$ cat src/rtl/echo_tof_meas_if.sv
// ---------------------------------------------------------------------------
// echo_tof_meas_if
//
// Signal bundle between the echo time-of-flight block and its surroundings
// (burst sync / protection from the pulser side, ADC samples and settings in,
// measurement results out).
//
// Signals:
//   burst_syn   burst sync shared with the pulser; rising edge starts a run
//   protect_en  level-sensitive abort request
//   adc_data    10-bit offset-binary ADC sample, midscale 512
//   threshold   9-bit magnitude threshold
//   blank_len   blanking length in cycles, counted from start
//   win_len     listening window length in cycles, counted from start
//   tof         time of flight in cycles, 16'hFFFF after a timeout
//   tof_valid   one-cycle strobe, tof/echo_amp updated
//   timeout     one-cycle strobe, no echo confirmed inside the window
//   echo_amp    peak magnitude of the confirmed echo
//   busy        measurement in progress
//
// Modports:
//   master  the side that supplies sync, samples and settings
//   slave   the measurement block itself
// ---------------------------------------------------------------------------
interface echo_tof_meas_if;
    logic        burst_syn;
    logic        protect_en;
    logic [9:0]  adc_data;
    logic [8:0]  threshold;
    logic [15:0] blank_len;
    logic [15:0] win_len;
    logic [15:0] tof;
    logic        tof_valid;
    logic        timeout;
    logic [8:0]  echo_amp;
    logic        busy;

    modport master (
        output burst_syn, protect_en, adc_data, threshold, blank_len, win_len,
        input  tof, tof_valid, timeout, echo_amp, busy
    );

    modport slave (
        input  burst_syn, protect_en, adc_data, threshold, blank_len, win_len,
        output tof, tof_valid, timeout, echo_amp, busy
    );
endinterface

$ cat src/rtl/echo_tof_meas.sv
// ---------------------------------------------------------------------------
// echo_tof_meas
//
// Receive-side echo timer for the thickness gauge. A rising edge of the
// shared burst sync starts a 16-bit time base. The transducer ring-down is
// ignored for blank_len cycles, after which the digitised echo is searched
// for the first run of HYST_CNT consecutive samples whose magnitude
// |adc_data - 512| reaches the threshold. The start of that run is reported
// as the time of flight. If no run is confirmed before the window of
// win_len cycles closes, a timeout is reported with tof = 16'hFFFF.
//
// Optional feature (macro ECHO_PEAK_EN):
//   When defined, confirmation is followed by PEAK_LEN cycles of peak
//   tracking; tof_valid and echo_amp are issued at the end of that interval.
//   When undefined, tof_valid is issued at confirmation and echo_amp is 0.
//
// Parameters:
//   HYST_CNT   consecutive above-threshold samples that confirm an echo (1..15)
//   PEAK_LEN   peak tracking cycles after confirmation (ECHO_PEAK_EN only, >= 1)
//
// Ports:
//   clk      system clock, adc_data is sampled every cycle
//   RESET_N  asynchronous active-low reset
//   bus      echo_tof_meas_if slave modport (see interface for signal list)
// ---------------------------------------------------------------------------
module echo_tof_meas #(
    parameter int HYST_CNT = 3,
    parameter int PEAK_LEN = 32
) (
    input  logic            clk,
    input  logic            RESET_N,
    echo_tof_meas_if.slave  bus
);

    localparam logic [3:0]  HYST_L   = 4'(HYST_CNT);
    localparam logic [15:0] TCNT_MAX = 16'hFFFF;

    typedef enum logic [2:0] {
        ST_IDLE     = 3'd0,
        ST_BLANK    = 3'd1,
        ST_SEARCH   = 3'd2,
        ST_CONFIRM  = 3'd3,
        ST_PEAK     = 3'd4,
        ST_WAIT_LOW = 3'd5
    } state_t;

    state_t      state_q;
    logic        burst_d_q;
    logic [15:0] tcnt_q;
    logic [15:0] cand_q;
    logic [3:0]  run_q;
    logic [15:0] tof_q;
    logic        tof_valid_q;
    logic        timeout_q;

    logic        rise;
    logic [9:0]  diff;
    logic [8:0]  mag;
    logic        above;
    logic [15:0] tcnt_d;
    logic        win_end;
    logic        confirm;
    logic [15:0] conf_tof;

    // ------------------------------------------------------------------
    // Sample conditioning and time base helpers
    // ------------------------------------------------------------------
    always_comb begin
        rise = bus.burst_syn & ~burst_d_q;

        // Offset-binary magnitude. Only adc_data = 0 yields 512, which is
        // clamped so the result fits the 9-bit threshold range.
        diff = 10'd0;
        if (bus.adc_data[9]) begin
            mag = bus.adc_data[8:0];
        end else begin
            diff = 10'd512 - bus.adc_data;
            mag  = diff[9] ? 9'd511 : diff[8:0];
        end
        above = (mag >= bus.threshold);

        // The time base parks at its maximum instead of wrapping.
        tcnt_d  = (tcnt_q == TCNT_MAX) ? tcnt_q : tcnt_q + 16'd1;
        win_end = (tcnt_q == bus.win_len - 16'd1);
    end

    // Confirmation decode. With HYST_CNT = 1 the first above sample in
    // SEARCH confirms directly, so its own tcnt is the time of flight.
    always_comb begin
        confirm  = 1'b0;
        conf_tof = cand_q;
        if (above) begin
            if (state_q == ST_SEARCH && HYST_L == 4'd1) begin
                confirm  = 1'b1;
                conf_tof = tcnt_q;
            end else if (state_q == ST_CONFIRM && run_q + 4'd1 == HYST_L) begin
                confirm  = 1'b1;
            end
        end
    end

`ifdef ECHO_PEAK_EN
    localparam logic [15:0] PEAK_LAST = 16'(PEAK_LEN - 1);

    logic [8:0]  run_max_q;
    logic [8:0]  peak_q;
    logic [15:0] pcnt_q;
    logic [8:0]  echo_amp_q;
    logic [8:0]  peak_seed;
    logic [8:0]  peak_d;

    // The peak starts from the largest sample of the confirming run,
    // including the sample that completes it.
    always_comb begin
        if (state_q == ST_SEARCH) begin
            peak_seed = mag;
        end else begin
            peak_seed = (mag > run_max_q) ? mag : run_max_q;
        end
        peak_d = (mag > peak_q) ? mag : peak_q;
    end

    assign bus.echo_amp = echo_amp_q;
`else
    logic unused_peak_len;
    assign unused_peak_len = (PEAK_LEN != 0);
    assign bus.echo_amp    = 9'd0;
`endif

    // ------------------------------------------------------------------
    // Measurement FSM with registered results
    // ------------------------------------------------------------------
    always_ff @(posedge clk or negedge RESET_N) begin
        if (!RESET_N) begin
            state_q     <= ST_IDLE;
            burst_d_q   <= 1'b0;
            tcnt_q      <= 16'd0;
            cand_q      <= 16'd0;
            run_q       <= 4'd0;
            tof_q       <= 16'd0;
            tof_valid_q <= 1'b0;
            timeout_q   <= 1'b0;
`ifdef ECHO_PEAK_EN
            run_max_q   <= 9'd0;
            peak_q      <= 9'd0;
            pcnt_q      <= 16'd0;
            echo_amp_q  <= 9'd0;
`endif
        end else begin
            burst_d_q   <= bus.burst_syn;
            tof_valid_q <= 1'b0;
            timeout_q   <= 1'b0;

            case (state_q)
                ST_IDLE: begin
                    // An active abort request also suppresses the start.
                    if (rise && !bus.protect_en) begin
                        tcnt_q  <= 16'd0;
                        run_q   <= 4'd0;
                        state_q <= (bus.blank_len == 16'd0) ? ST_SEARCH : ST_BLANK;
                    end
                end

                ST_BLANK, ST_SEARCH, ST_CONFIRM: begin
                    tcnt_q <= tcnt_d;
                    if (bus.protect_en) begin
                        state_q <= ST_WAIT_LOW;
                    end else if (confirm) begin
                        // Confirmation wins over a window end on the same sample.
                        tof_q <= conf_tof;
`ifdef ECHO_PEAK_EN
                        peak_q  <= peak_seed;
                        pcnt_q  <= 16'd0;
                        state_q <= ST_PEAK;
`else
                        tof_valid_q <= 1'b1;
                        state_q     <= ST_WAIT_LOW;
`endif
                    end else if (win_end) begin
                        timeout_q <= 1'b1;
                        tof_q     <= 16'hFFFF;
                        state_q   <= ST_WAIT_LOW;
                    end else if (state_q == ST_BLANK) begin
                        // Leave blanking so that the sample at tcnt = blank_len
                        // is the first one searched.
                        if (tcnt_d == bus.blank_len) begin
                            state_q <= ST_SEARCH;
                        end
                    end else if (state_q == ST_SEARCH) begin
                        if (above) begin
                            cand_q  <= tcnt_q;
                            run_q   <= 4'd1;
                            state_q <= ST_CONFIRM;
`ifdef ECHO_PEAK_EN
                            run_max_q <= mag;
`endif
                        end
                    end else begin
                        if (above) begin
                            run_q <= run_q + 4'd1;
`ifdef ECHO_PEAK_EN
                            run_max_q <= peak_seed;
`endif
                        end else begin
                            state_q <= ST_SEARCH;
                        end
                    end
                end

`ifdef ECHO_PEAK_EN
                ST_PEAK: begin
                    tcnt_q <= tcnt_d;
                    if (bus.protect_en) begin
                        state_q <= ST_WAIT_LOW;
                    end else if (pcnt_q == PEAK_LAST) begin
                        tof_valid_q <= 1'b1;
                        echo_amp_q  <= peak_d;
                        state_q     <= ST_WAIT_LOW;
                    end else begin
                        pcnt_q <= pcnt_q + 16'd1;
                        peak_q <= peak_d;
                    end
                end
`endif

                ST_WAIT_LOW: begin
                    // Re-arm only once the sync has dropped, so a sync that is
                    // still high from this burst cannot restart a measurement.
                    if (!bus.burst_syn) begin
                        state_q <= ST_IDLE;
                    end
                end

                default: state_q <= ST_IDLE;
            endcase
        end
    end

    assign bus.tof       = tof_q;
    assign bus.tof_valid = tof_valid_q;
    assign bus.timeout   = timeout_q;
    assign bus.busy      = (state_q == ST_BLANK)   || (state_q == ST_SEARCH) ||
                           (state_q == ST_CONFIRM) || (state_q == ST_PEAK);

endmodule

$ cat src/flat_wrapper.sv
// flat-port wrapper written by rule: the top's interface ports become plain ports
module echo_tof_meas_flat 
#(
    parameter int HYST_CNT = 3,
    parameter int PEAK_LEN = 32
)
  (clk, RESET_N, bus_burst_syn, bus_protect_en, bus_adc_data, bus_threshold, bus_blank_len, bus_win_len, bus_tof, bus_tof_valid, bus_timeout, bus_echo_amp, bus_busy);
  echo_tof_meas_if bus_i ();
  input  logic clk;
  input  logic RESET_N;
  input wire logic [$bits(bus_i.burst_syn)-1:0] bus_burst_syn;
  input wire logic [$bits(bus_i.protect_en)-1:0] bus_protect_en;
  input wire logic [$bits(bus_i.adc_data)-1:0] bus_adc_data;
  input wire logic [$bits(bus_i.threshold)-1:0] bus_threshold;
  input wire logic [$bits(bus_i.blank_len)-1:0] bus_blank_len;
  input wire logic [$bits(bus_i.win_len)-1:0] bus_win_len;
  output wire logic [$bits(bus_i.tof)-1:0] bus_tof;
  output wire logic [$bits(bus_i.tof_valid)-1:0] bus_tof_valid;
  output wire logic [$bits(bus_i.timeout)-1:0] bus_timeout;
  output wire logic [$bits(bus_i.echo_amp)-1:0] bus_echo_amp;
  output wire logic [$bits(bus_i.busy)-1:0] bus_busy;
  assign bus_i.burst_syn = bus_burst_syn;
  assign bus_i.protect_en = bus_protect_en;
  assign bus_i.adc_data = bus_adc_data;
  assign bus_i.threshold = bus_threshold;
  assign bus_i.blank_len = bus_blank_len;
  assign bus_i.win_len = bus_win_len;
  assign bus_tof = bus_i.tof;
  assign bus_tof_valid = bus_i.tof_valid;
  assign bus_timeout = bus_i.timeout;
  assign bus_echo_amp = bus_i.echo_amp;
  assign bus_busy = bus_i.busy;
  echo_tof_meas #(.HYST_CNT(HYST_CNT), .PEAK_LEN(PEAK_LEN)) u_core (.clk(clk), .RESET_N(RESET_N), .bus(bus_i));
endmodule
$ cat config.mk
export PLATFORM = sky130hd
export DESIGN_NAME = echo_tof_meas_flat
export DESIGN_NICKNAME = d
export VERILOG_FILES = /design/src/rtl/echo_tof_meas_if.sv /design/src/rtl/echo_tof_meas.sv /design/src/flat_wrapper.sv
export SDC_FILE = /design/constraint.sdc
export NUM_CORES = 1
export LEC_CHECK = 0
export CORE_MARGIN = 3
export CORE_UTILIZATION = 36
export CTS_CLUSTER_DIAMETER = 50
export CTS_CLUSTER_SIZE = 8
export DETAILED_ROUTE_END_ITERATION = 10
export PLACE_DENSITY = 0.63
export SLEW_MARGIN = 30
export SYNTH_ARGS = -nofsm -noshare
export SYNTH_HDL_FRONTEND = slang
export SYNTH_SLANG_ARGS = --single-unit
export TNS_END_PERCENT = 5
$ cat constraint.sdc
create_clock -name clk -period 3.4 [get_ports clk]
set_input_delay 0.68 -clock clk [delete_from_list [all_inputs] [get_ports clk]]
set_output_delay 0.68 -clock clk [all_outputs]
set_load 0.02 [all_outputs]
==> reports/summary.txt <==
Area grow syn2layout - 44.0%
CTS tree - yes
Fin. max-slew vios - 0
Worst path required time - 3.60 ns
Post-place setup slack - -0.701 ns
Final wirelength - 12300 um
RR Endpoint - u_core.state_q[0]
Starting Density - 37.1%
Mapped Cells - 482
Multiplexer area fraction after synthesis - 6.59%
Pleak - 2.70 nW
Fraction of the mapped netlist area in adder cells - 4.12%
Hold Path Class - input pin to async pin
Clock share of power - 32.0%
Post-synth top flop - dfrtp_1
Sequential fraction of design power - 29.6%
Synth top area share - 34.1%
Synth area leaders - dfrtp_1 34%, xnor2_1 6.0%, nand2_1 4.1%, ha_1 4.1%, mux2_4 3.5%
Final nets - 679
Total gr overflow - 0
Drt via density - 5.36
Cell internal pwr - 1.96 mW
Finished Layout Cells - 758
Combinational family with the most area after synthesis - simple AND/OR/NAND/NOR gates
Reg2reg setup slack - 0.25 ns
Final period util - 98.3%
Fraction of layout cells with a size suffix above 1 - 24.6%
Flops & latches, synth - 58
Yosys top cell by area - dfrtp_1
Detailed Routing Iterations Pass 1 - 5
Root Buffer - clkbuf_16
Post-synthesis compound-gate area fraction - 16.8%
Fin crit period - 3.34 ns
Slew margin rel. - 41.3%
Post-route design area - 0.00613 sq mm
CTS Hold Bufs - 0
Row count - 39
Netlist cell types - 64
Mean routed wirelength per cell - 16.2 um
# setup viols final - 0
Skew-Pair Late Insertion Delay - 0.32 ns
Final Hold Fails - 0
Worst r2r src - u_core.tcnt_q[12]
Worst Path Arrival - 3.55 ns
Die H - 115 um
Clock H-tree levels - 3
Routability cong. - 0.950
FFs w/ async S/R, synth - 100%
Total track usage - 18.7%
Placed instance count - 735
Clock sink count - 58
Max Cap Violations - 0
Outcome - completed
XOR/XNOR Fraction of Synth Area - 8.85%
Commonest non-fill, non-tap cell in the layout - buf_4
Core Util, Final - 53.4%
DR DRC count - 0
Crit path kind - input pin to flip-flop
Syn Std Cell Area - 0.00426 sq mm
I/O Buffers - 73
CP Launch Type - input pin
Most frequent cells in the layout - 62 x buf_4, 58 x clkdlybuf4s50_1, 58 x dfrtp_1, 46 x nand2_1
Power Density - 498 mW/mm^2
Crit path max fanout - 5
Post-DP Area - 0.00553 sq mm
Switching share of power - 35.7%
Simple-gate share of the synthesized area - 23.2%
Ys Warns - 0
Initial DRC count - 279
Detail Route Antenna Nets - 0
Final worst slack - 0.0571 ns
CTS Buf Count - 9
Register area share after synthesis - 34.1%
Avg Cell Area, Syn - 8.83 sq um
DR vias - 4060
Initial antenna violation count - 0
Core area - 0.0115 sq mm
Die area - 0.0132 sq mm
F_max - 299 MHz
Reg2Reg Depth - 8
Reg clk slew, reported paths - 0.06 ns
Max rail drop VDD - 0.428 mV
Number of global-route vias before repair - 4078
IO Count - 83
Combinational group share of total power - 38.4%
EDFF count, synth - 0
CTS max path bufs - 2
Diodes inserted - 0
Switching Power - 1.09 mW
Worst-case clock skew - 0.00754 ns
Worst Tran Pin Value - 0.875 ns
Detail Placement HPWL - 9030 um
First-pass GRT wire length - 19700 um
Die Wd - 115 um
Crit end category - flip-flop
Largest net degree at the start of global routing - 35
## timing repair
| action | 4_1_cts | 5_1_grt |
|---|---|---|
| setup buffers | 6 | 1 |
| setup endpoints to repair | 39 | 38 |
| endpoints found under the hold margin | 0 | 0 |
| pin swaps | 14 | 28 |
| cloned | 2 | 0 |
| gates resized for setup | 35 | 32 |
## power groups by stage
stage          Combinational (mW)  Sequential (mW)  Clock, mW
2_1_floorplan               0.704            0.875          0
3_3_place_gp                 1.08            0.909          0
3_5_place_dp                 1.10            0.908          0
4_1_cts                      1.12            0.899      0.992
5_1_grt                      1.28            0.919       1.03
6_report                     1.17            0.901      0.976
## final cells by class
class / instances / area (sq um)
Fill cell: 1000 / 5340
Sequential cell: 58 / 1450
Clock buffer: 9 / 225
Tap cell: 143 / 179
Inverter: 24 / 90.1
Timing Repair Buffer: 142 / 1310
Clock inverter: 7 / 101
Multi-Input combinational cell: 375 / 2770
## kinds of logic (layout without fill, tap and decap cells)
logic type	after synthesis	in the layout
XOR/XNOR	43	43
other	1	9
buffers and inverters	57	182
adder cells (fa/ha/maj)	14	14
AO/OA/AOI/OAI	105	105
flip-flops	58	58
AND/OR/NAND/NOR	182	182
multiplexers	22	22
## per-stage QoR
step | hold slack [ns] | total power [mW] | setup TNS (ns)
3_3_place_gp | 0.471 | 1.99 | -21.07
4_1_cts | 0.377 | 3.02 | 0
5_1_grt | 0.407 | 3.23 | -0.0706
2_1_floorplan | 0.384 | 1.58 | -0.311
6_report | 0.362 | 3.05 | 0
3_5_place_dp | 0.480 | 2.01 | -23.71
## how the worst max path moves through the flow
stage | to | from | slack (ns) | cells after the start
after floorplan | u_core.bus.tof[0] | bus_adc_data[6] | -0.03 | 14
after global placement | u_core.cand_q[6] | bus_win_len[0] | -0.65 | 14
after detailed placement | u_core.cand_q[2] | bus_win_len[0] | -0.70 | 14
after CTS | u_core.bus.tof[11] | bus_adc_data[3] | 0.005 | 16
after global routing | u_core.run_q[0] | bus_adc_data[5] | -0.01 | 14
final | u_core.run_q[0] | bus_adc_data[5] | 0.06 | 15
## worst max-delay path: stages
cell and delay, ns:
clkdlybuf4s15_1 0.19, or4_4 0.61, nor2_4 0.18, nand3_4 0.11, buf_6 0.14, nand2_2 0.05, ha_2 0.28, nand4_1 0.10
a31oi_1 0.10, a21oi_2 0.18, or3_4 0.17, buf_6 0.09, nand3_1 0.07, o31ai_2 0.27, mux2_4 0.33
## Yosys cell counts (5+ instances only)
cell type,n
or3_1,7
o31ai_1,6
buf_4,10
o22a_1,16
nor2_1,33
ha_1,14
and3_1,6
a31oi_1,7
xnor2_1,29
o21ai_0,18
clkbuf_1,18
or4_1,5
nor2b_1,7
dfrtp_1,58
inv_1,24
nand3_1,19
nand4_1,9
xor2_1,14
a21oi_1,24
nor4_1,9
nand2_1,47
nand2b_1,8
mux2_4,10
nor3_1,9
mux2_2,8
o22ai_1,5
## state kept, by name, indices dropped and copies added, names as in the netlist
| register | flops |
|---|---|
| u_core.bus.tof | 16 |
| u_core.bus.timeout | 1 |
| u_core.run_q | 4 |
| u_core.state_q | 3 |
| u_core.burst_d_q | 1 |
| u_core.tcnt_q | 16 |
| u_core.bus.tof_valid | 1 |
| u_core.cand_q | 16 |
## metal layers
metal / global-route usage (%) / vias to the layer above / wire [um]
met2: 31.6 / 134 / 6160
li1: - / 1973 / -
met5: 0 / - / 0
met4: 3.99 / 0 / 103
met1: 24.7 / 1943 / 5230
met3: 4.33 / 10 / 753
Note: power is estimated with default switching activity, not from simulation.
